$ cat src/rtl/digit_serial_adder_pkg.sv
// Shared types and constants for the digit-serial add/subtract unit.
package digit_serial_adder_pkg;

  typedef enum logic [1:0] {
    IDLE = 2'd0,
    RUN  = 2'd1,
    DONE = 2'd2
  } state_t;

  localparam logic MODE_ADD = 1'b0;
  localparam logic MODE_SUB = 1'b1;

endpackage

$ cat src/rtl/digit_adder.sv
// Combinational DIGIT-bit ripple adder. Also exposes the carry into the top
// bit so the caller can form signed overflow from the most significant digit.
module digit_adder #(
  parameter int DIGIT = 1
) (
  input  logic [DIGIT-1:0] a,
  input  logic [DIGIT-1:0] b,
  input  logic             cin,
  output logic [DIGIT-1:0] s,
  output logic             cout,
  output logic             c_msb_in
);

  // Ripple the carry bit by bit; a block-local carry keeps the chain acyclic.
  always_comb begin : ripple
    logic cy;
    cy       = cin;
    s        = '0;
    c_msb_in = 1'b0;
    for (int i = 0; i < DIGIT; i++) begin
      if (i == DIGIT - 1) c_msb_in = cy;
      s[i] = a[i] ^ b[i] ^ cy;
      cy   = (a[i] & b[i]) | (cy & (a[i] ^ b[i]));
    end
    cout = cy;
  end

endmodule

$ cat src/rtl/digit_serial_adder.sv
// Multi-cycle add/subtract: consumes DIGIT bits of each operand per clock,
// carrying between digits through a flip-flop. Subtraction is A + ~B + 1,
// with the +1 supplied by preloading the carry FF with the mode bit.
//
//   state | meaning
//   IDLE  | waiting for start
//   RUN   | one digit per cycle, K cycles
//   DONE  | one-cycle done pulse; a new start is accepted here
module digit_serial_adder
  import digit_serial_adder_pkg::*;
#(
  parameter int WIDTH = 8,
  parameter int DIGIT = 1
) (
  input  logic             clk,
  input  logic             rst_n,
  input  logic             start,
  input  logic             SUB,
  input  logic [WIDTH-1:0] A,
  input  logic [WIDTH-1:0] B,
  output logic             busy,
  output logic             done,
  output logic [WIDTH-1:0] S,
  output logic             C,
  output logic             V
);

  localparam int K  = WIDTH / DIGIT;
  localparam int CW = $clog2(K + 1);
  localparam logic [CW-1:0] CNT_LAST = CW'(K - 1);
  localparam logic [CW-1:0] CNT_MAX  = CW'(K);

  state_t state, state_nxt;

  logic [WIDTH-1:0]       a_reg, b_reg, s_reg;
  logic                   carry_ff;
  logic [CW-1:0]          cnt;
  logic [DIGIT-1:0]       dig_s;
  logic                   dig_cout, dig_cmsb;
  logic [WIDTH+DIGIT-1:0] s_cat;
  logic [WIDTH-1:0]       s_next;
  logic                   load, last;

  digit_adder #(.DIGIT(DIGIT)) u_digit_adder (
    .a        (a_reg[DIGIT-1:0]),
    .b        (b_reg[DIGIT-1:0]),
    .cin      (carry_ff),
    .s        (dig_s),
    .cout     (dig_cout),
    .c_msb_in (dig_cmsb)
  );

  // New digit enters at the top; concatenation keeps this valid for K=1.
  assign s_cat  = {dig_s, s_reg};
  assign s_next = s_cat[WIDTH+DIGIT-1:DIGIT];

  // Starts are honoured only outside RUN; DONE accepts for back-to-back ops.
  assign load = start && (state != RUN);
  assign last = (state == RUN) && (cnt == CNT_LAST);

  assign busy = (state == RUN);
  assign done = (state == DONE);

  // State register.
  always_ff @(posedge clk) begin
    if (!rst_n) state <= IDLE;
    else        state <= state_nxt;
  end

  // Next-state decode.
  always_comb begin
    state_nxt = state;
    unique case (state)
      IDLE:    if (start) state_nxt = RUN;
      RUN:     if (last)  state_nxt = DONE;
      DONE:    state_nxt = start ? RUN : IDLE;
      default: state_nxt = IDLE;
    endcase
  end

  // Operand capture, digit shifting, carry chain and result registers.
  always_ff @(posedge clk) begin
    if (!rst_n) begin
      a_reg    <= '0;
      b_reg    <= '0;
      s_reg    <= '0;
      carry_ff <= 1'b0;
      cnt      <= '0;
      S        <= '0;
      C        <= 1'b0;
      V        <= 1'b0;
    end else if (load) begin
      a_reg    <= A;
      b_reg    <= (SUB == MODE_SUB) ? ~B : B;
      carry_ff <= SUB;
      cnt      <= '0;
    end else if (state == RUN) begin
      a_reg    <= a_reg >> DIGIT;
      b_reg    <= b_reg >> DIGIT;
      s_reg    <= s_next;
      carry_ff <= dig_cout;
      if (cnt != CNT_MAX) cnt <= cnt + CW'(1);
      if (last) begin
        S <= s_next;
        C <= dig_cout;
        V <= dig_cout ^ dig_cmsb;
      end
    end
  end

endmodule

$ cat config.mk
export PLATFORM = sky130hd
export DESIGN_NAME = digit_serial_adder
export DESIGN_NICKNAME = d
export VERILOG_FILES = /design/src/rtl/digit_serial_adder_pkg.sv /design/src/rtl/digit_adder.sv /design/src/rtl/digit_serial_adder.sv
export SDC_FILE = /design/constraint.sdc
export NUM_CORES = 1
export LEC_CHECK = 0
export BUFFER_PORTS_ARGS = -buffer_cell sky130_fd_sc_hd__buf_2
export CAP_MARGIN = 40
export CORE_ASPECT_RATIO = 0.6
export CORE_MARGIN = 4
export CORE_UTILIZATION = 59
export DETAILED_ROUTE_END_ITERATION = 12
export PLACE_DENSITY_LB_ADDON = 0.2
export SETUP_SLACK_MARGIN = 0.05
export SYNTH_ARGS = -nofsm -noshare
export SYNTH_HDL_FRONTEND = slang
export SYNTH_SLANG_ARGS = --single-unit
$ cat constraint.sdc
create_clock -name clk -period 3.22 [get_ports clk]
set_input_delay 0.161 -clock clk [delete_from_list [all_inputs] [get_ports clk]]
set_output_delay 0.161 -clock clk [all_outputs]
set_load 0.05 [all_outputs]
==> impl_metrics.csv, run 1 <==
group,metric,value,unit
job,drv_cap,0,
pwr,ir_drop,0.0002833,V
worst_setup_path,slowest_stage,"nand2b_1",
clocking,cts-root-buf,"clkbuf_8",
worst_setup_path,path_delay_family,"buffers and inverters",
clocking,ctsHoldBuffers,0,
floorplan,std_cell_rows,15,
sta,period_needed,2.051,ns
synthesis,ys_seq_elements,40,
synthesis,syn_nets,226,
worst_setup_path,crit_fanout,22,
floorplan,die_w,80.23,um
worst_setup_path,r2r_start,"state[1]",
synthesis,async_flop_share,0,%
worst_setup_path,worstSetupPathType,"reg -> out",
synthesis,yosysUniqueCellTypes,34,
sta,setup_ws,1.169,ns
route,via_count,1467,
pwr,leakage,0.9502,nW
layout,layout-drive-gt1-share,21.05,%
place,place_inst,262,
sta,worst_pin_slew,0.8406,ns
synthesis,post-synth-top-count-cell,"nand2_1",
route,initialDrtViolationCount,42,
floorplan,coreArea,2928,um2
layout,syn2layout_area_growth,11.65,%
route,ant_nets,0,
synthesis,synthTopCellsByCount,"nand2_1, dfxtp_1, mux2i_1",
worst_setup_path,worstPathRequired,3.06,ns
synthesis,syn_inst,203,
global_routing,grt_overflow,0,
worst_setup_path,reg2reg_slack,1.36,ns
worst_hold_path,hold_path.class,"in -> reg",
outcome,run_status,"complete, no violations",
global_routing,grt_max_degree,53,
route,drt_wl_total,3619,um
synthesis,ys_seq_area_share,43.36,%
route,vias_per_cell,5.433,
worst_hold_path,holdPathStages,3,
global_routing,grt_pass1_wl,6189,um
sta,hold_violations,0,
worst_setup_path,r2r_end,"cnt[2]",
sta,max_slew_margin,43.96,%
floorplan,fp.dieH,51.34,um
layout,diodes,0,
global_routing,grt_pass1_vias,1332,
sta,finClkSkew,0.005841,ns
route,drc,0,
synthesis,avgSynthCellArea,9.097,um2
layout,fill_cells,227,
sta,holdWs,0.1417,ns
synthesis,syn_area,1847,um2
synthesis,synth_area_leaders,"dfxtp_1, mux2i_1, nand2_1",
clocking,numCtsBuffers,5,
place,dp_slack,1.373,ns
place,place.detailed.hpwl,2513,um
layout,final_util,70.43,%
worst_setup_path,end_kind,"output port",
clocking,clock-sinks,40,
clocking,cts_max_level,2,
worst_hold_path,min_to,"a_reg[7]",
layout,layout.cells.non_filler,270,
sta,fmax,0.4877,GHz
global_routing,gr-usage-all-layers,19.39,%
synthesis,synth_edf_count,0,
clocking,clk_latency,0.28,ns
worst_setup_path,crit_path_cell_trace,"nand2b_1 -> inv_2 -> buf_2",
worst_setup_path,rr_worst_depth,4,
floorplan,io_pins,32,
clocking,cts_resized,0,
route,first_pass_iters,4,
synthesis,synth_area_leader_cell,"dfxtp_1",
clocking,cts_tree,"done",
worst_setup_path,cp-start-kind,"flip-flop",
sta,rsz0062_at_grt,"no",
floorplan,die_area,4118,um2
worst_hold_path,min_from,"A[7]",
synthesis,ys.warnings.count,0,
pwr,p_per_area,476.6,nW/um2
sta,report.final.slew_viol_count,0,
layout,nets,250,
clocking,clock_path_buffers,2,
sta,fin_setup_tns,0,ns
synthesis,ys.flop_type,"dfxtp_1",
sta,fin_crit_sh,63.68,%
clocking,clk_pin_slew,0.07,ns
place,place_congestion,0.7702,
global_routing,antenna_found_initial,0,
sta,setup_viol,0,
route,wire_per_inst,13.40,um
synthesis,yosys.area.top_type_share,43.36,%
clocking,post_cts_buffers,0,
worst_setup_path,cp.arrival,1.89,ns
place,port_buffers,31,
worst_setup_path,cp_slowest_stage_delay,0.50,ns
worst_setup_path,crit_buf_inv,2,
floorplan,start_util,63.08,%
## worst register-to-register path: cells and delay by family, from the launching register on
kind | cells | cell delay, ns
compound gates | 1 | 0.36
flops | 1 | 0.34
simple gates | 2 | 0.72
buf+inv | 1 | 0.32
## report_power, final
| group | total (mW) | switching (mW) | internal [mW] |
|---|---|---|---|
| registers | 0.532 | 0.0141 | 0.518 |
| clock network | 0.332 | 0.157 | 0.175 |
| logic | 0.119 | 0.0683 | 0.0503 |
## cell type report
class,count,area (um2),area share (%)
clock buffer,8,90.09,4.369
tap,42,52.55,2.549
timing repair buffer,32,162.7,7.888
inverter,4,15.01,0.7282
multi-input combinational,144,940.9,45.63
sequential,40,800.8,38.83
## metal layers
layer,wire [um],global-route usage (%),share of wire (%)
met3,172,5.458,4.8
met4,46,6.180,1.3
met2,1587,29.95,44
met5,0,0,0
met1,1812,26.19,50
## logic make-up after synthesis
family	share of synthesized area, %
DFF	43.36
adders and majority gates	2.439
and+or+nand+nor	19.45
muxes	10.30
xor gates and xnor gates	4.269
buffers and inverters	5.691
AOI/OAI and AO/OA	14.50
## cell usage in the layout (no fill, tap or decap), types with 6 or more instances in the layout
cell type,Yosys,routed
buf_2,6,31
a21boi_0,7,7
mux2i_1,19,19
xor2_1,7,7
dfxtp_1,40,40
or2_2,7,7
o211a_1,9,9
clkbuf_8,0,6
o2111ai_1,7,7
nand2_1,48,48
nand3_1,11,11
## metrics by stage
stage / instance area, um2 / total power, mW
after floorplan: 1847 / 0.6362
after global placement: 1972 / 0.6559
after detailed placement: 1972 / 0.6627
after CTS: 2062 / 0.9933
after global routing: 2062 / 1.036
final: 2062 / 0.9827
## worst max-delay path by stage
stage / from / to / slack, ns / cells after the start
3_3_place_gp: state[1] / cnt[2] / 1.50 / 4
6_report: state[1] / busy / 1.17 / 3
3_5_place_dp: state[1] / cnt[2] / 1.37 / 4
5_1_grt: state[1] / busy / 1.02 / 3
4_1_cts: state[1] / busy / 1.17 / 3
2_1_floorplan: cnt[0] / V / 1.89 / 5
No activity file was read; power rests on OpenSTA's default activity.
==> inputs of run 2 (changes only) <==
--- a/config.mk
+++ b/config.mk
@@ -5,11 +5,12 @@
 export SDC_FILE = /design/constraint.sdc
 export NUM_CORES = 1
 export LEC_CHECK = 0
+export ABC_AREA = 1
 export BUFFER_PORTS_ARGS = -buffer_cell sky130_fd_sc_hd__buf_2
 export CAP_MARGIN = 40
 export CORE_ASPECT_RATIO = 0.6
 export CORE_MARGIN = 4
-export CORE_UTILIZATION = 59
+export CORE_UTILIZATION = 54
 export DETAILED_ROUTE_END_ITERATION = 12
 export PLACE_DENSITY_LB_ADDON = 0.2
 export SETUP_SLACK_MARGIN = 0.05
==> constraint.sdc (replaced) <==
create_clock -name clk -period 1.9 [get_ports clk]
set_input_delay 0.095 -clock clk [delete_from_list [all_inputs] [get_ports clk]]
set_output_delay 0.095 -clock clk [all_outputs]
set_load 0.05 [all_outputs]
==> impl_metrics.csv, run 2 <==
group,metric,value,unit
outcome,run_status,"complete, no violations",
synthesis,syn_area,1810,um2
route,vias_per_cell,4.960,
worst_hold_path,hold_path.class,"in -> reg",
floorplan,std_cell_rows,15,
pwr,swShare,24.27,%
sta,report.final.slew_viol_count,0,
place,place_congestion,0.7953,
worst_setup_path,worstSetupPathType,"reg -> out",
synthesis,synth_compound_area_share,8.431,%
clocking,clk_latency,0.29,ns
clocking,cts_max_level,2,
synthesis,synthMuxAreaShare,0,%
worst_setup_path,crit_end,"busy",
synthesis,ys_seq_elements,40,
route,wire_per_inst,12.09,um
synthesis,async_flop_share,0,%
clocking,cts-root-buf,"clkbuf_8",
route,drc,0,
layout,final_common_cell,"nand2_1",
layout,diodes,0,
worst_setup_path,reg2reg_slack,0.51,ns
global_routing,grt_pass1_wl,6527,um
synthesis,post-synth-top-count-cell,"nand2_1",
sta,fin_setup_tns,0,ns
pwr,ir_drop,0.0005267,V
sta,hold_violations,0,
worst_setup_path,rr_worst_depth,4,
layout,layout_common_cells,"nand2_1, dfxtp_1, nand3_1, buf_2, nor2_1",
synthesis,synth_area_leader_cell,"dfxtp_1",
sta,fin_crit_sh,85.11,%
synthesis,synthTopCellsByCount,"nand2_1, dfxtp_1, nand3_1",
global_routing,gr-usage-all-layers,20.37,%
layout,fill_cells,297,
clocking,ctsHoldBuffers,0,
synthesis,synth_top_family_by_area,"simple AND/OR/NAND/NOR gates",
layout,layout-drive-gt1-share,17.79,%
synthesis,avgSynthCellArea,7.242,um2
sta,finClkSkew,0.003237,ns
synthesis,synth_area_leaders,"dfxtp_1, nand2_1, nand3_1",
worst_setup_path,r2r_end,"V",
place,place.detailed.hpwl,2833,um
layout,final_util,68.93,%
worst_setup_path,cp.arrival,1.52,ns
worst_setup_path,crit_fanout,15,
layout,syn2layout_area_growth,15.76,%
sta,period_needed,1.617,ns
pwr,p_per_area,895.8,nW/um2
sta,worst_pin_slew,0.4742,ns
floorplan,fp.dieH,52.85,um
floorplan,coreArea,3040,um2
pwr,p_comb_share,11.6,%
floorplan,start_util,59.55,%
floorplan,die_w,82.75,um
place,dp_slack,0.5174,ns
global_routing,grt_pass1_vias,1451,
synthesis,synthAdderAreaFrac,2.488,%
worst_setup_path,end_kind,"output port",
synthesis,yosysUniqueCellTypes,23,
synthesis,synth_edf_count,0,
synthesis,syn_nets,273,
clocking,post_cts_buffers,0,
sta,setup_ws,0.2830,ns
sta,rsz0062_at_grt,"no",
worst_setup_path,worstPathRequired,1.80,ns
route,drt_wl_total,3904,um
global_routing,grt_overflow,0,
sta,fmax,0.6184,GHz
global_routing,grt_max_degree,29,
sta,max_slew_margin,68.35,%
place,dpl_cell_area,1969,um2
sta,setup_viol,0,
pwr,leakage,1.003,nW
job,drv_cap,0,
pwr,p_int,1.422,mW
clocking,clk_pin_slew,0.08,ns
layout,nets,303,
floorplan,io_pins,32,
synthesis,ys.flop_type,"dfxtp_1",
clocking,cts_tree,"done",
layout,final_area,2096,um2
clocking,clock-sinks,40,
synthesis,synth_xor_area_share,4.354,%
pwr,power.share.clock,40.4,%
route,via_count,1602,
place,port_buffers,31,
synthesis,yosys.area_share.simple,30.75,%
floorplan,die_area,4373,um2
synthesis,ys_seq_area_share,44.23,%
worst_setup_path,r2r_start,"carry_ff",
global_routing,antenna_found_initial,0,
worst_setup_path,cp-start-kind,"flip-flop",
worst_setup_path,crit_path_start,"state[0]",
clocking,numCtsBuffers,5,
pwr,finalPower,1.877,mW
clocking,clock_path_buffers,2,
route,ant_nets,0,
route,initialDrtViolationCount,79,
synthesis,syn_inst,250,
pwr,p_switching,0.4556,mW
synthesis,ys.warnings.count,0,
pwr,seq_power_share,48.0,%
clocking,cts_resized,0,
route,first_pass_iters,4,
synthesis,yosys.area.top_type_share,44.23,%
## run 2: cell types whose count changed after synthesis, sizes merged, moves of 9 or more
cell   change
nand3     +23
a21oi      +9
inv       +25
o211a      -9
mux2i     -19
o21ai     +11
nor2      +28
nand2     +14
## run 2: power groups by stage
stage	logic (mW)	registers (mW)	clock network (mW)
after floorplan	0.169	0.916	0
after global placement	0.214	0.920	0
after detailed placement	0.216	0.921	0
after CTS	0.218	0.902	0.766
after global routing	0.249	0.908	0.806
final	0.217	0.902	0.758
## run 2: area by class of cell
class / count / area (um2) / area share (%)
clock buffers: 7 / 96.34 / 4.597
clock inverters: 1 / 30.03 / 1.433
inverters: 28 / 105.1 / 5.015
multi-input cells: 171 / 833.3 / 39.76
flip-flops and latches: 40 / 800.8 / 38.21
well taps: 42 / 52.55 / 2.507
repair buffers: 34 / 177.7 / 8.478
## run 2: stage by stage
step	std cells	hold WS (ns)
detailed placement	315	0.3651
floorplan	250	0.2334
global route	323	0.07089
CTS	323	0.05251
global placement	315	0.3531
finish	323	0.05415
## run 2: how the worst min path moves through the flow
| stage | startpoint | to | slack (ns) | depth (start not counted) |
|---|---|---|---|---|
| finish | A[7] | a_reg[7] | 0.05 | 3 |
| global route | A[7] | a_reg[7] | 0.07 | 3 |
| CTS | A[7] | a_reg[7] | 0.05 | 3 |
| detailed placement | A[7] | a_reg[7] | 0.37 | 3 |
| global placement | A[7] | a_reg[7] | 0.35 | 3 |
| floorplan | rst_n | s_reg[2] | 0.23 | 2 |
## run 2: cell families (layout without fill, tap and decap cells)
family / Yosys count / in the layout
AOI/OAI and AO/OA: 30 / 30
DFF: 40 / 40
and+or+nand+nor: 129 / 129
adders and majority gates: 3 / 3
buffers and inverters: 39 / 70
xor gates and xnor gates: 9 / 9
## run 2: layer usage
layer / wire [um] / vias to the layer above / global-route usage, %
met4: 54 / 0 / 8.152
met2: 1644 / 41 / 30.19
met3: 222 / 7 / 5.272
met5: 0 / - / 0
met1: 1983 / 705 / 28.11
li1: - / 849 / -
## run 2: worst max-delay path, stage by stage, from the launching register on
cell and delay (ns):
dfxtp_1 0.38, inv_2 0.07, nor2_4 0.22, buf_4 0.26
buf_2 0.29
